File: config.mk
export PLATFORM = sky130hd
export DESIGN_NAME = nand4_stim_sequencer
export DESIGN_NICKNAME = d
export VERILOG_FILES = /design/src/rtl/nand4_seq_pkg.sv /design/src/rtl/nand4_vec_gen.sv /design/src/rtl/nand4_stim_sequencer.sv
export SDC_FILE = /design/constraint.sdc
export NUM_CORES = 1
export LEC_CHECK = 0
export ABC_AREA = 0
export CORE_MARGIN = 4
export CORE_UTILIZATION = 45
export CTS_CLUSTER_DIAMETER = 40
export DETAILED_ROUTE_END_ITERATION = 8
export PLACE_DENSITY = 0.81
export SLEW_MARGIN = 20
export SYNTH_ARGS = -nofsm -noshare
export SYNTH_HDL_FRONTEND = slang
export SYNTH_HIERARCHICAL = 1
export SYNTH_SLANG_ARGS = --single-unit
File: constraint.sdc
create_clock -name clk -period 2 [get_ports clk]
set_input_delay 0.4 -clock clk [delete_from_list [all_inputs] [get_ports clk]]
set_output_delay 0.4 -clock clk [all_outputs]
set_load 0.02 [all_outputs]
File: src/rtl/nand4_seq_pkg.sv
// Shared types and helpers for the 4-input NAND stimulus sequencer.
package nand4_seq_pkg;

  localparam logic [1:0] MODE_BIN  = 2'd0;
  localparam logic [1:0] MODE_GRAY = 2'd1;
  localparam logic [1:0] MODE_TOG  = 2'd2;
  localparam logic [1:0] MODE_HOLD = 2'd3;

  typedef enum logic [1:0] {
    IDLE   = 2'd0,
    SETTLE = 2'd1,
    SAMPLE = 2'd2,
    FINISH = 2'd3
  } state_t;

  // Number of vectors in one pass of the given sequence.
  function automatic logic [4:0] n_vec(input logic [1:0] mode);
    case (mode)
      MODE_BIN, MODE_GRAY: n_vec = 5'd16;
      MODE_TOG:            n_vec = 5'd2;
      default:             n_vec = 5'd1;
    endcase
  endfunction

endpackage

File: src/rtl/nand4_vec_gen.sv
// Combinational vector generator: maps (mode, sel, index within pass) to gate inputs.
module nand4_vec_gen
  import nand4_seq_pkg::*;
(
  input  logic [1:0] mode,
  input  logic [1:0] sel,
  input  logic [3:0] idx,
  output logic [3:0] vec
);

  // NOTE: every output of an always_comb gets a default first so no path infers a latch.
  always_comb begin
    vec = 4'hF;
    case (mode)
      MODE_BIN:  vec = idx;
      MODE_GRAY: vec = idx ^ (idx >> 1);
      MODE_TOG:  vec = idx[0] ? 4'hF : (4'hF & ~(4'b0001 << sel));
      default:   vec = 4'hF;
    endcase
  end

endmodule

File: src/rtl/nand4_stim_sequencer.sv
// Drives a 4-input NAND under test through a vector sequence for a number of passes,
// sampling its output after a settle window and counting vectors, toggles and errors.
module nand4_stim_sequencer
  import nand4_seq_pkg::*;
#(
  parameter int CNT_W      = 16,
  parameter int SETTLE_CYC = 2
) (
  input  logic             clk,
  input  logic             rstb,
  input  logic             start,
  input  logic [1:0]       mode,
  input  logic [1:0]       sel,
  input  logic [CNT_W-1:0] reps,
  input  logic             qn_obs,
  output logic [3:0]       drv,
  output logic             busy,
  output logic             done,
  output logic [CNT_W-1:0] vec_cnt,
  output logic [CNT_W-1:0] tog_cnt,
  output logic [CNT_W-1:0] err_cnt
);

  localparam int SW = (SETTLE_CYC > 1) ? $clog2(SETTLE_CYC) : 1;

  state_t           state, state_nxt;
  logic [1:0]       mode_q, sel_q;
  logic [CNT_W-1:0] pass_left;
  logic [3:0]       idx, idx_nxt;
  logic [SW-1:0]    settle_cnt;
  logic             prev_qn;
  logic             settle_done, idx_last, last_vec, qn_err;
  logic [1:0]       gen_mode, gen_sel;
  logic [3:0]       gen_idx, gen_vec;

  function automatic logic [CNT_W-1:0] sat_inc(input logic [CNT_W-1:0] v);
    return (&v) ? v : v + 1'b1;
  endfunction

  assign settle_done = (settle_cnt == SW'(SETTLE_CYC - 1));
  assign idx_last    = ({1'b0, idx} == n_vec(mode_q) - 5'd1);
  assign last_vec    = idx_last && (pass_left == CNT_W'(1));
  assign idx_nxt     = idx_last ? 4'd0 : idx + 4'd1;
  assign qn_err      = (qn_obs != ~&drv);

  assign busy = (state == SETTLE) || (state == SAMPLE);
  assign done = (state == FINISH);

  // In IDLE the generator previews vector 0 of the requested sequence.
  always_comb begin
    gen_mode = mode_q;
    gen_sel  = sel_q;
    gen_idx  = idx_nxt;
    if (state == IDLE) begin
      gen_mode = mode;
      gen_sel  = sel;
      gen_idx  = 4'd0;
    end
  end

  nand4_vec_gen u_vec_gen (
    .mode (gen_mode),
    .sel  (gen_sel),
    .idx  (gen_idx),
    .vec  (gen_vec)
  );

  always_comb begin
    state_nxt = state;
    case (state)
      IDLE:    if (start) state_nxt = (reps != '0) ? SETTLE : FINISH;
      SETTLE:  if (settle_done) state_nxt = SAMPLE;
      SAMPLE:  state_nxt = last_vec ? FINISH : SETTLE;
      FINISH:  state_nxt = IDLE;
      default: state_nxt = IDLE;
    endcase
  end

  // NOTE: sequential state uses non-blocking assignments so every register sees pre-edge values.
  always_ff @(posedge clk or negedge rstb) begin
    if (!rstb) state <= IDLE;
    else       state <= state_nxt;
  end

  always_ff @(posedge clk or negedge rstb) begin
    if (!rstb) begin
      drv        <= 4'h0;
      mode_q     <= MODE_BIN;
      sel_q      <= 2'd0;
      pass_left  <= '0;
      idx        <= 4'd0;
      settle_cnt <= '0;
      prev_qn    <= 1'b1;
      vec_cnt    <= '0;
      tog_cnt    <= '0;
      err_cnt    <= '0;
    end else begin
      case (state)
        IDLE: if (start) begin
          vec_cnt <= '0;
          tog_cnt <= '0;
          err_cnt <= '0;
          prev_qn <= 1'b1;
          if (reps != '0) begin
            mode_q     <= mode;
            sel_q      <= sel;
            pass_left  <= reps;
            idx        <= 4'd0;
            settle_cnt <= '0;
            drv        <= gen_vec;
          end
        end
        SETTLE: settle_cnt <= settle_cnt + SW'(1);
        SAMPLE: begin
          settle_cnt <= '0;
          vec_cnt    <= sat_inc(vec_cnt);
          if (qn_err)            err_cnt <= sat_inc(err_cnt);
          if (qn_obs != prev_qn) tog_cnt <= sat_inc(tog_cnt);
          prev_qn <= qn_obs;
          if (last_vec) begin
            drv <= 4'h0;
          end else begin
            drv <= gen_vec;
            idx <= idx_nxt;
            if (idx_last) pass_left <= pass_left - CNT_W'(1);
          end
        end
        default: ;
      endcase
    end
  end

endmodule
==> metrics list <==
* Run status: finished with violations
* Violated checks: setup timing
- The worst path in the final design needs a cycle of 2.18 ns, including I/O delays and setup.
- Summing the sequential cell areas from Yosys gives 40.3% of the chip area.
- Top delay family on crit path: simple AND/OR/NAND/NOR gates
* Maximum number of pins on one net before global-route repair: 50
* Slew Viols, Final: 0
* Critical path type: reg -> reg
- The final hold violation count came to 0.
- Y dimension of the die: 113 um
- Final Instance Count excl. Fillers: 871
- Prior to clock tree synthesis, the placed netlist has a worst setup slack of -0.396 ns.
- Vias in the first global route: 5078
* Critical R2R Launch: state[0]$_DFFE_PN0P_
* Final GP Congestion: 0.928
* Critical-path cell with the highest stage delay: sky130_fd_sc_hd__dfrtp_1
- By instance count, the cell type seen most on the critical path is sky130_fd_sc_hd__buf_6.
- Largest stage delay on the critical path: 0.41 ns
- The total overflow left after global routing is 0.
- For this configuration, the core starts out at a cell density of 45.9%.
- Reg power frac: 25.9%
* Sinks on Clock Net: 80
- In this run the standard cell core region covers 0.0108 mm2.
* Cell count of the worst reg-to-reg path: 10
- After layout, the design draws a total of 8.99 mW.
- Drt wl/cell: 19.0 um
* Gate Count Post-Synth: 524
* Count of flip-flops with a built-in enable after synthesis: 0
* Arrival time of data at the critical path endpoint: 2.42 ns
* Number of buffer and inverter instances along the worst setup path: 4
- Total number of placement rows: 38
- Setup_tns: -3.01 ns
- Violation count after the first detailed-route iteration: 435
- Number of buffers inserted during clock tree synthesis: 9
- Max Clk Rate: 459 MHz
- For this run, the leading register cell type out of synthesis is sky130_fd_sc_hd__dfrtp_1.
- Switching power as a share of total power: 42.3%
- After detailed placement, the design holds a cell count of 823.
- CTS tree: done
- Clock latency on the worst-skew pair, taken at its later pin, is 0.36 ns.
- Compared with the post-synthesis result, the final layout area differs by 54.0%.
- In the global route stage, overall resource usage came out at 22.5%.
- The routed design has 16500 um of wire.
- Startpoint of the worst setup timing path: state[0]$_DFFE_PN0P_
- Of the cells placed in the final design, the portion with a size suffix greater than 1 is 36.5%.
- Worst setup EP type: flip-flop
- Number of DRC violations after detailed routing: 0
- At the end of the flow the core is filled with cells to 70.6%.
- Detailed Place HPWL: 10600 um
- Post-synth ARST share: 100%
* Total net switching power: 3.80 mW
* Relative contribution of combinational cells to total power: 61.2%
- Headroom to the max-slew limit came out at 69.3%.
* Avg Cell Area, Syn: 9.49 um2
* Maximum level of the CTS H-tree: 3
- Iteration count of the initial detailed-routing pass: 6
* Sort of element at the start of the critical path: flip-flop
- For this block, the via count after detailed routing is 5354.
* Antenna violations before repair: 0
- Max-cap violations in this run came to 0.
- Cell-by-cell trace of the critical path: inv_2 -> ha_4 -> nor3b_4 -> nand4_2 -> buf_6 -> nor3_4 -> buf_6 -> nor2_4 -> buf_6 -> a22o_1
* Setup-violating endpoint count in the final report: 32
- DIE WIDTH: 113 um
- Fill cells in the final layout number 758.
* Timing endpoint of the critical path: drv[3]$_DFFE_PN0P_
* Number of buffer cells added on primary ports: 77
* Longest Clk Path Bufs: 2
* Number of synthesized register bits: 80
* Power density over cell area: 1170 mW/mm2
* Vias per inst: 6.15
- Setup repair after global routing could not meet its margin everywhere.
* Post-route antenna net violation count: 0
- Worst-case clock skew: 0.0157 ns
- Register-to-register setup slack: -0.18 ns
- The number of different library cells used by synthesis comes to 77.
- The final layout contains 760 nets.
- The worst register-to-register path ends at drv[3]$_DFFE_PN0P_.
- In the finished design, the share of the clock period the worst path needs comes to 109%.
- Top Ports: 78
- Summing all multi-input logic gate instances after layout gives 0.00329 mm2.
* Clock group share of total power: 12.9%
- Max rail drop VDD: 924 uV
- Total Die Area: 0.0128 mm2
- Req. time, crit path: 2.25 ns
* Number of nets produced by synthesis: 558
- Combined area of all synthesized cells: 0.00497 mm2
* Global-route wire length before repair: 24000 um
* Post-route setup slack: -0.179 ns
- For this design the static power due to leakage is 3.23 nW.
- Antenna diode count: 0
- Clock Root Buffer: sky130_fd_sc_hd__clkbuf_8
- After clock tree synthesis, the clock-pin slew on the worst setup and hold paths is 0.10 ns.
- In this run the worst path has a maximum fanout of 5.
- Number of stages on the worst setup path: 10
- In the final layout, flip-flops and latches occupy 0.00200 mm2.
- Internal power comes to 5.18 mW.
* Synth warn: 6
- At the pin with the least slew margin, the transition time is 0.457 ns.
- Worst Hold Class: in -> async
state kept, by name, summed over array words and instances (netlist names):
signal      flops
drv             4
err_cnt        16
idx             4
mode_q          2
pass_left      16
prev_qn         1
sel_q           2
settle_cnt      1
state           2
tog_cnt        16
vec_cnt        16
logic make-up (layout without fill, tap and decap cells):
kind of cell | after synthesis | count (layout) | share of synthesized area, %
compound gates | 142 | 142 | 20.1
simple gates | 217 | 219 | 26.4
buf+inv | 38 | 243 | 3.57
flops | 80 | 80 | 40.3
fa+ha+maj | 10 | 10 | 2.52
mux | 13 | 13 | 2.89
xor+xnor | 24 | 24 | 4.23
Yosys cell counts (all sizes together) (12+ instances only):
master   n  area [um2]
inv     16        60.1
nor2    39         149
nor4    12         143
xor2    14         123
nand2   38         143
and3    13        86.3
nand3   27         153
nand4   21         144
dfrtp   79        1980
o31ai   17         128
o21ai   32         168
or4     16         124
a21oi   37         208
nor3    12        87.6
what timing repair did:
action                                  CTS  global route
setup buffers                             8            20
pin swaps                                 9            41
hold buffers                              1             0
cloned                                    0             4
hold endpoints to repair                 13             0
endpoints found under the setup margin   63            56
gates resized for setup                  25           109
placed cells by master (no fill, tap or decap), types with 6 or more instances in the layout:
cell type	Yosys	layout
sky130_fd_sc_hd__buf_4	2	111
sky130_fd_sc_hd__dfrtp_1	79	78
sky130_fd_sc_hd__clkdlybuf4s50_1	0	70
sky130_fd_sc_hd__nor2_1	38	37
sky130_fd_sc_hd__nand2_1	38	34
sky130_fd_sc_hd__nand3_1	25	25
sky130_fd_sc_hd__a21oi_1	35	20
sky130_fd_sc_hd__nand4_1	19	19
sky130_fd_sc_hd__buf_6	3	17
sky130_fd_sc_hd__o21ai_0	28	15
sky130_fd_sc_hd__o31ai_1	17	15
sky130_fd_sc_hd__xor2_1	14	14
sky130_fd_sc_hd__a21oi_2	0	14
sky130_fd_sc_hd__inv_1	15	12
sky130_fd_sc_hd__and3_1	12	12
sky130_fd_sc_hd__xnor2_1	10	10
sky130_fd_sc_hd__or4_4	1	10
sky130_fd_sc_hd__clkbuf_8	0	10
sky130_fd_sc_hd__nor3_1	9	8
sky130_fd_sc_hd__ha_1	10	8
sky130_fd_sc_hd__o21ai_1	2	7
sky130_fd_sc_hd__o21ai_2	2	7
sky130_fd_sc_hd__o211ai_1	7	7
sky130_fd_sc_hd__mux2_2	8	6
sky130_fd_sc_hd__nor4_2	6	6
sky130_fd_sc_hd__nor4_4	2	6
sky130_fd_sc_hd__or3_1	10	6
sky130_fd_sc_hd__or4_1	15	6
sky130_fd_sc_hd__o41ai_2	0	6
metrics by stage:
stage	instance area [um2]	hold WS (ns)
after CTS	6970	0.423
final	7660	0.426
after floorplan	4980	0.104
after global placement	6610	0.266
after global routing	7660	0.446
after detailed placement	6610	0.270
cell type report:
cell class | count | area share, %
clock buffer | 10 | 1.80
clock inverter | 6 | 0.654
inverter | 16 | 0.833
multi-input combinational | 408 | 43.0
sequential | 80 | 26.2
tap | 140 | 2.29
timing repair buffer | 211 | 25.2
metal layers:
metal | vias up | routed length, um | track usage (%)
met5 | - | 0 | 0
met4 | 0 | 471 | 7.29
met3 | 57 | 1080 | 3.53
met2 | 258 | 8660 | 40.4
met1 | 2629 | 6290 | 27.5
li1 | 2410 | - | -
power by group through the flow:
stage | combinational [mW] | sequential, mW | clock [mW]
floorplan | 2.21 | 2.40 | 0
global placement | 4.03 | 2.28 | 0
detailed placement | 4.19 | 2.29 | 0
CTS | 4.41 | 2.28 | 1.17
global route | 5.87 | 2.37 | 1.25
finish | 5.50 | 2.33 | 1.16
how the worst min path moves through the flow:
stage	startpoint	to	slack, ns
2_1_floorplan	rstb	drv[0]$_DFFE_PN0P_	0.10
3_3_place_gp	rstb	err_cnt[9]$_DFFE_PN0P_	0.27
3_5_place_dp	rstb	err_cnt[11]$_DFFE_PN0P_	0.27
4_1_cts	rstb	err_cnt[11]$_DFFE_PN0P_	0.42
5_1_grt	rstb	err_cnt[11]$_DFFE_PN0P_	0.45
6_report	rstb	err_cnt[11]$_DFFE_PN0P_	0.43
Note: power is estimated with default switching activity, not from simulation.
